## src/rtl/ff_reg_rr_arbiter.sv

```systemverilog
// Round-robin shared register: NUM_REQ writers, one 3-cycle grant/ack write each.
// Optional ARB_LOCK_EN: a locking owner keeps top priority for the next arbitration.
module ff_reg_rr_arbiter #(
    parameter int NUM_REQ = 4,
    parameter int WIDTH   = 8,
    localparam int IDW    = (NUM_REQ > 1) ? $clog2(NUM_REQ) : 1
) (
    input  logic                     clk,
    input  logic                     reset_al_in,
    input  logic [NUM_REQ-1:0]       req_in,
    input  logic [NUM_REQ*WIDTH-1:0] data_in,
    input  logic [NUM_REQ-1:0]       lock_in,
    output logic [NUM_REQ-1:0]       gnt_out,
    output logic                     ack_out,
    output logic [IDW-1:0]           owner_out,
    output logic                     busy_out,
    output logic [WIDTH-1:0]         q_out
);

    typedef enum logic [1:0] {
        IDLE  = 2'd0,
        GRANT = 2'd1,
        ACK   = 2'd2
    } state_t;

    state_t         state;
    logic [IDW-1:0] ptr;
    logic [IDW-1:0] pick;
    logic [IDW-1:0] idx;
    logic [IDW-1:0] ptr_next;
    logic           found;

    // Cyclic scan starting at the pointer; first requester found wins.
    always_comb begin
        found = 1'b0;
        pick  = '0;
        idx   = '0;
        for (int i = 0; i < NUM_REQ; i++) begin
            idx = IDW'((int'(ptr) + i) % NUM_REQ);
            if (!found && req_in[idx]) begin
                found = 1'b1;
                pick  = idx;
            end
        end
    end

    assign ptr_next = (int'(owner_out) == NUM_REQ - 1) ? '0 : owner_out + IDW'(1);

`ifndef ARB_LOCK_EN
    logic lock_unused;
    assign lock_unused = ^lock_in;
`endif

    always_ff @(posedge clk or negedge reset_al_in) begin
        if (!reset_al_in) begin
            state     <= IDLE;
            ptr       <= '0;
            gnt_out   <= '0;
            ack_out   <= 1'b0;
            owner_out <= '0;
            busy_out  <= 1'b0;
            q_out     <= '0;
        end else begin
            case (state)
                IDLE: begin
                    gnt_out <= '0;
                    ack_out <= 1'b0;
                    if (found) begin
                        gnt_out   <= NUM_REQ'(1) << pick;
                        owner_out <= pick;
                        busy_out  <= 1'b1;
                        state     <= GRANT;
                    end
                end
                GRANT: begin
                    // Commit regardless of whether the owner still requests.
                    q_out   <= data_in[int'(owner_out)*WIDTH +: WIDTH];
                    gnt_out <= '0;
                    ack_out <= 1'b1;
                    ptr     <= ptr_next;
                    state   <= ACK;
                end
                ACK: begin
                    ack_out  <= 1'b0;
                    busy_out <= 1'b0;
                    state    <= IDLE;
`ifdef ARB_LOCK_EN
                    if (lock_in[owner_out]) begin
                        ptr <= owner_out;
                    end
`endif
                end
                default: begin
                    gnt_out  <= '0;
                    ack_out  <= 1'b0;
                    busy_out <= 1'b0;
                    state    <= IDLE;
                end
            endcase
        end
    end

endmodule

```

## config.mk

```make
export PLATFORM = sky130hd
export DESIGN_NAME = ff_reg_rr_arbiter
export DESIGN_NICKNAME = d
export VERILOG_FILES = /design/src/rtl/ff_reg_rr_arbiter.sv
export SDC_FILE = /design/constraint.sdc
export NUM_CORES = 1
export LEC_CHECK = 0
export CAP_MARGIN = 10
export CORE_ASPECT_RATIO = 1.2
export CORE_MARGIN = 8
export CORE_UTILIZATION = 40
export DETAILED_ROUTE_END_ITERATION = 6
export GPL_ROUTABILITY_DRIVEN = 0
export PLACE_DENSITY = 0.83
export SLEW_MARGIN = 0
export SYNTH_ARGS = -nofsm -noshare
export SYNTH_HDL_FRONTEND = slang
export SYNTH_SLANG_ARGS = --single-unit
```

## constraint.sdc

```tcl
create_clock -name clk -period 4.3 [get_ports clk]
set_clock_uncertainty 0.2 [all_clocks]
set_input_delay 0.86 -clock clk [delete_from_list [all_inputs] [get_ports clk]]
set_output_delay 0.86 -clock clk [all_outputs]
set_load 0.1 [all_outputs]
```

==> results of run 1 <==
routing by layer:
| metal | vias to the layer above | global-route usage [%] |
|---|---|---|
| li1 | 393 | - |
| met1 | 407 | 14.85 |
| met2 | 29 | 24.77 |
| met3 | 4 | 2.964 |
| met4 | 0 | 3.896 |
| met5 | - | 0 |
cell usage after synthesis, drive strengths merged:
master | instances | share of area (%)
a211o | 1 | 0.86
o41ai | 3 | 3.3
o32a | 1 | 0.98
nor2b | 2 | 1.2
inv | 4 | 1.5
a21oi | 2 | 0.98
nand2b | 2 | 1.2
nand2 | 3 | 1.1
mux4 | 8 | 18
a22o | 1 | 0.86
dfrtp | 20 | 49
mux2 | 10 | 11
a32o | 2 | 2.0
nor2 | 4 | 1.5
and2b | 2 | 1.7
ha | 1 | 1.2
o32ai | 1 | 0.86
buf | 3 | 1.6
o21ai | 2 | 0.98
o22ai | 1 | 0.61
registers in the layout, indices dropped and copies added, names as in the netlist:
| name | cells |
|---|---|
| gnt_out | 4 |
| state | 2 |
| ptr | 2 |
| owner_out | 2 |
| ack_out | 1 |
| busy_out | 1 |
| q_out | 8 |
layout make-up:
class,instances,area share [%]
clock buffer,3,1.407
inverter,4,0.9382
multi-input combinational,46,30.65
sequential,20,31.27
tap,33,2.580
timing repair buffer,53,33.15
cells by family (layout without fill, tap and decap cells):
kind of cell / Yosys count / in the layout / synth area share [%]
adders and majority gates: 1 / 1 / 1.224
AOI/OAI and AO/OA: 14 / 14 / 11.38
muxes: 18 / 18 / 28.64
DFF: 20 / 20 / 48.96
and+or+nand+nor: 13 / 13 / 6.731
buffers and inverters: 7 / 60 / 3.059
metrics by stage:
step	worst slack (ps)	utilization, %	instance area [um^2]	std cells	hold slack [ps]
floorplan	1960	-	1022	73	290.7
global placement	1256	63.69	1578	156	260.8
detailed placement	1248	63.69	1578	156	277.4
CTS	908.6	64.60	1600	159	315.7
global route	836.9	64.60	1600	159	331.8
finish	930.4	64.60	1600	159	308.3
layout by cell type, fill, tap and decap left out:
cell	n
nor2b_1	2
a32o_1	2
clkdlybuf4s50_1	53
nor2_1	4
and2b_2	2
mux4_2	8
ha_1	1
o21ai_0	1
mux2_2	10
a211o_1	1
o32a_1	1
dfrtp_1	20
o32ai_1	1
clkbuf_4	3
o41ai_1	2
nand2b_1	2
a21oi_1	2
inv_1	4
o21ai_1	1
o22ai_1	1
o41ai_2	1
nand2_1	3
a22o_1	1
worst min-delay path by stage:
stage | end | depth (start not counted)
after detailed placement | gnt_out[1] | 2
after floorplan | state[1] | 1
final | gnt_out[2] | 1
after global placement | gnt_out[3] | 2
after global routing | gnt_out[0] | 1
after CTS | gnt_out[1] | 2
==> flow_summary.yaml, run 1 <==
clocking:
  clock_sinks: 20
  clk_latency_ps: 300
  cts_tree: "yes"
  cts_inserted_buffers: 3
  clk_pin_slew_ps: 110
  post_cts_resized: 0
  hold_buffers: 0
  h-tree-depth: 1
  cts_buffer_depth: 2
  root_buffer: "clkbuf_4"
  cts_setup_buffers: 0
global_routing:
  grt_max_degree: 21
  grt_pass1_vias: 952
  grt-ovfl-total: 0
  grt_usage_pct: 13.39
  grt_pass1_wl_um: 4836
  antenna_found_initial: 0
setup_path:
  ff2ff_path_depth: 2
  cp.required_ps: 3240
  cp.depth: 1
  arrival_ps: 2310
  cpLargestDelayFamily: "buffers and inverters"
  critical_path_class: "flip-flop to output pin"
  regToRegStartpoint: "state[1]"
  worstSetupStartpointType: "flip-flop"
  reg2reg_to: "q_out[3]"
  crit_start: "owner_out[0]"
  cp_max_fo: 12
  crit_chain: "clkdlybuf4s50_1"
  crit_end: "owner_out[0]"
  cp-end-kind: "output pin"
  r2r_slack_ps: 2320
  path_buf_inv: 1
  critPathMaxStageDelay_ps: 1250
  critPathSlowestCell: "clkdlybuf4s50_1"
synth:
  ys_ff_latch: 20
  synth.cell_area_um2: 1022
  synth.avg_cell_area_um2: 14.00
  postSynthCellCount: 73
  syn_nets: 116
  yosysSeqAreaShare_pct: 48.96
  yosys_warnings: 0
  yosys.cell_types.count: 24
timing:
  fin_setup_tns_ps: 0
  max_freq_mhz: 296.8
  min_period_over_period_pct: 78.36
  relSlewSlack_pct: 33.00
  tightest_slew_ps: 1003
  rsz0062_at_grt: "false"
  setup_viol: 0
  drv_slew: 0
  layout_min_cycle_time_ps: 3370
  hold_viol_final: 0
detailed_routing:
  first_iter_violations: 22
  avgRoutedWirePerCell_um: 18.19
  wirelength_um: 2892
  ant_nets: 0
  vias: 833
  firstDrtPassIters: 4
  vias_per_cell: 5.239
  top_layer_used: "met4"
  routedLengthMet1_um: 1153
  drc: 0
  wl_met2_um: 1580
  dr_wl_met3_um: 129
floorplanning:
  placementRows: 20
  die_h_um: 71.38
  start_util_pct: 41.26
  die_w_um: 62.15
  io_pins: 58
  coreArea_um2: 2477
  dieArea_um2: 4436
layout:
  area_delta_synth_final_pct: 56.55
  diodes: 0
  multi_input_area_um2: 490.5
  drive_gt1_share_pct: 19.05
  fill_cells: 187
  nNetsFinal: 171
  area.sequential_um2: 500.5
outcome:
  status: "completed"
place:
  placement.io_buffers: 53
  dpl.hpwl_um: 2367
run:
  drv_cap: 0
worst_hold_path:
  hold_class: "flip-flop to flip-flop"
  hp-start: "gnt_out[2]"
Power of run 1 is left out: the tool's default activity adds up to more than one toggle a clock period on the data nets, which glitch-free logic cannot reach.
==> run 2, diff against run 1 <==
--- a/config.mk
+++ b/config.mk
@@ -8,10 +8,10 @@
 export CAP_MARGIN = 10
 export CORE_ASPECT_RATIO = 1.2
 export CORE_MARGIN = 8
-export CORE_UTILIZATION = 40
+export CORE_UTILIZATION = 37
 export DETAILED_ROUTE_END_ITERATION = 6
 export GPL_ROUTABILITY_DRIVEN = 0
-export PLACE_DENSITY = 0.83
+export PLACE_DENSITY = 0.78
 export SLEW_MARGIN = 0
 export SYNTH_ARGS = -nofsm -noshare
 export SYNTH_HDL_FRONTEND = slang
==> constraint.sdc (replaced) <==
create_clock -name clk -period 3.2 [get_ports clk]
set_clock_uncertainty 0.2 [all_clocks]
set_input_delay 0.64 -clock clk [delete_from_list [all_inputs] [get_ports clk]]
set_output_delay 0.64 -clock clk [all_outputs]
set_load 0.1 [all_outputs]
==> run 2 against run 1 <==
Against the previous run: critical endpoint unchanged; worst hold slack worse by 8.5 ps; utilization down 5.8 points; wire length down 3.5%.
==> flow_summary.yaml, run 2 (synthesis gave the netlist of run 1 again) <==
outcome:
  status: "completed"
detailed_routing:
  firstDrtPassIters: 3
  first_iter_violations: 22
  avgRoutedWirePerCell_um: 17.34
  wirelength_um: 2792
  drc: 0
  vias: 863
  vias_per_cell: 5.360
  ant_nets: 0
place:
  placement.io_buffers: 53
  dpl.hpwl_um: 2277
global_routing:
  use_met2_pct: 21.34
  grt_max_degree: 21
  grt_busiest_layer: "met2"
  grt-ovfl-total: 0
  antenna_found_initial: 0
  grt_pass1_wl_um: 4657
  grt_pass1_vias: 918
  grt_usage_pct: 12.57
  met3_usage_pct: 4.268
  gr-usage-met1_pct: 14.29
setup_path:
  cp.required_ps: 2360
  regToRegStartpoint: "owner_out[0]"
  cpLargestDelayFamily: "flip-flops"
  crit_chain: "buf_4"
  cp.depth: 1
  path_buf_inv: 1
  arrival_ps: 1440
  worstSetupStartpointType: "flip-flop"
  critical_path_class: "flip-flop to output pin"
  crit_start: "owner_out[0]"
  crit_end: "owner_out[0]"
  critPathMaxStageDelay_ps: 740
  r2r_slack_ps: 1290
  critPathSlowestCell: "dfrtp_1"
  cp_max_fo: 12
  ff2ff_path_depth: 2
  cp-end-kind: "output pin"
  reg2reg_to: "q_out[6]"
timing:
  rsz0062_at_grt: "false"
  hold_viol_final: 0
  min_period_over_period_pct: 71.33
  max_freq_mhz: 438.1
  fin_setup_tns_ps: 0
  relSlewSlack_pct: 41.16
  layout_min_cycle_time_ps: 2283
  drv_slew: 0
  setup_viol: 0
  tightest_slew_ps: 879.9
layout:
  final_cell_mix: "37 x clkdlybuf4s50_1, 20 x dfrtp_1, 16 x buf_4, 10 x mux2_2, 8 x mux4_2"
  area_delta_synth_final_pct: 55.69
  top_register: "q_out"
  biggestRegsByFlops: "q_out (8), gnt_out (4)"
  nNetsFinal: 171
  final_common_cell: "clkdlybuf4s50_1"
  drive_gt1_share_pct: 32.28
  diodes: 0
  largest_register_ffs: 8
clocking:
  cts_buffer_depth: 2
  cts_tree: "yes"
  h-tree-depth: 1
  root_buffer: "clkbuf_4"
  clk_pin_slew_ps: 110
  hold_buffers: 0
  cts_inserted_buffers: 3
  cts_setup_buffers: 0
  clock_sinks: 20
  post_cts_resized: 0
  clk_latency_ps: 300
floorplanning:
  die_w_um: 63.98
  io_pins: 58
  coreArea_um2: 2706
  die_h_um: 73.58
  dieArea_um2: 4708
  start_util_pct: 37.77
  placementRows: 21
worst_hold_path:
  hold_class: "flip-flop to flip-flop"
run:
  drv_cap: 0
[run 2: changes by cell type in the layout (fill, tap and decap cells not counted)]
| cell | previous run | this run |
|---|---|---|
| clkdlybuf4s50_1 | 53 | 37 |
| bufinv_16 | 0 | 1 |
| buf_4 | 0 | 16 |
[run 2: final cells by class]
class | instances | area [um^2]
inverters | 4 | 15.01
flip-flops and latches | 20 | 500.5
clock buffers | 3 | 22.52
repair buffers | 53 | 490.5
clock inverters | 1 | 30.03
well taps | 34 | 42.54
multi-input cells | 46 | 490.5
fillers | 231 | 1115
[run 2: how the worst min path moves through the flow]
stage,from,endpoint,slack (ps),depth (start not counted)
floorplan,reset_al_in,ack_out,140,0
global placement,gnt_out[3],gnt_out[3],270,2
detailed placement,gnt_out[3],gnt_out[3],270,2
CTS,gnt_out[3],gnt_out[3],310,2
global route,gnt_out[0],gnt_out[0],340,1
finish,gnt_out[3],gnt_out[3],300,2
[run 2: per-stage QoR]
stage | cells | instance area (um^2) | setup slack (ps) | utilization, % | hold WS (ps)
5_1_grt | 161 | 1592 | 782.0 | 58.81 | 339.8
2_1_floorplan | 73 | 1022 | 860.1 | - | 144.4
4_1_cts | 161 | 1592 | 868.0 | 58.81 | 309.3
6_report | 161 | 1592 | 917.3 | 58.81 | 299.8
3_3_place_gp | 157 | 1539 | 800.0 | 56.87 | 271.6
3_5_place_dp | 157 | 1539 | 770.3 | 56.87 | 272.1
[run 2: metal layers]
layer  vias to the layer above  part of all wire (%)
li1                        389                     -
met1                       435                    43
met2                        35                    49
met3                         4                   7.1
met4                         0                   1.2
met5                         -                     0
Power of run 2 is left out for the same reason.
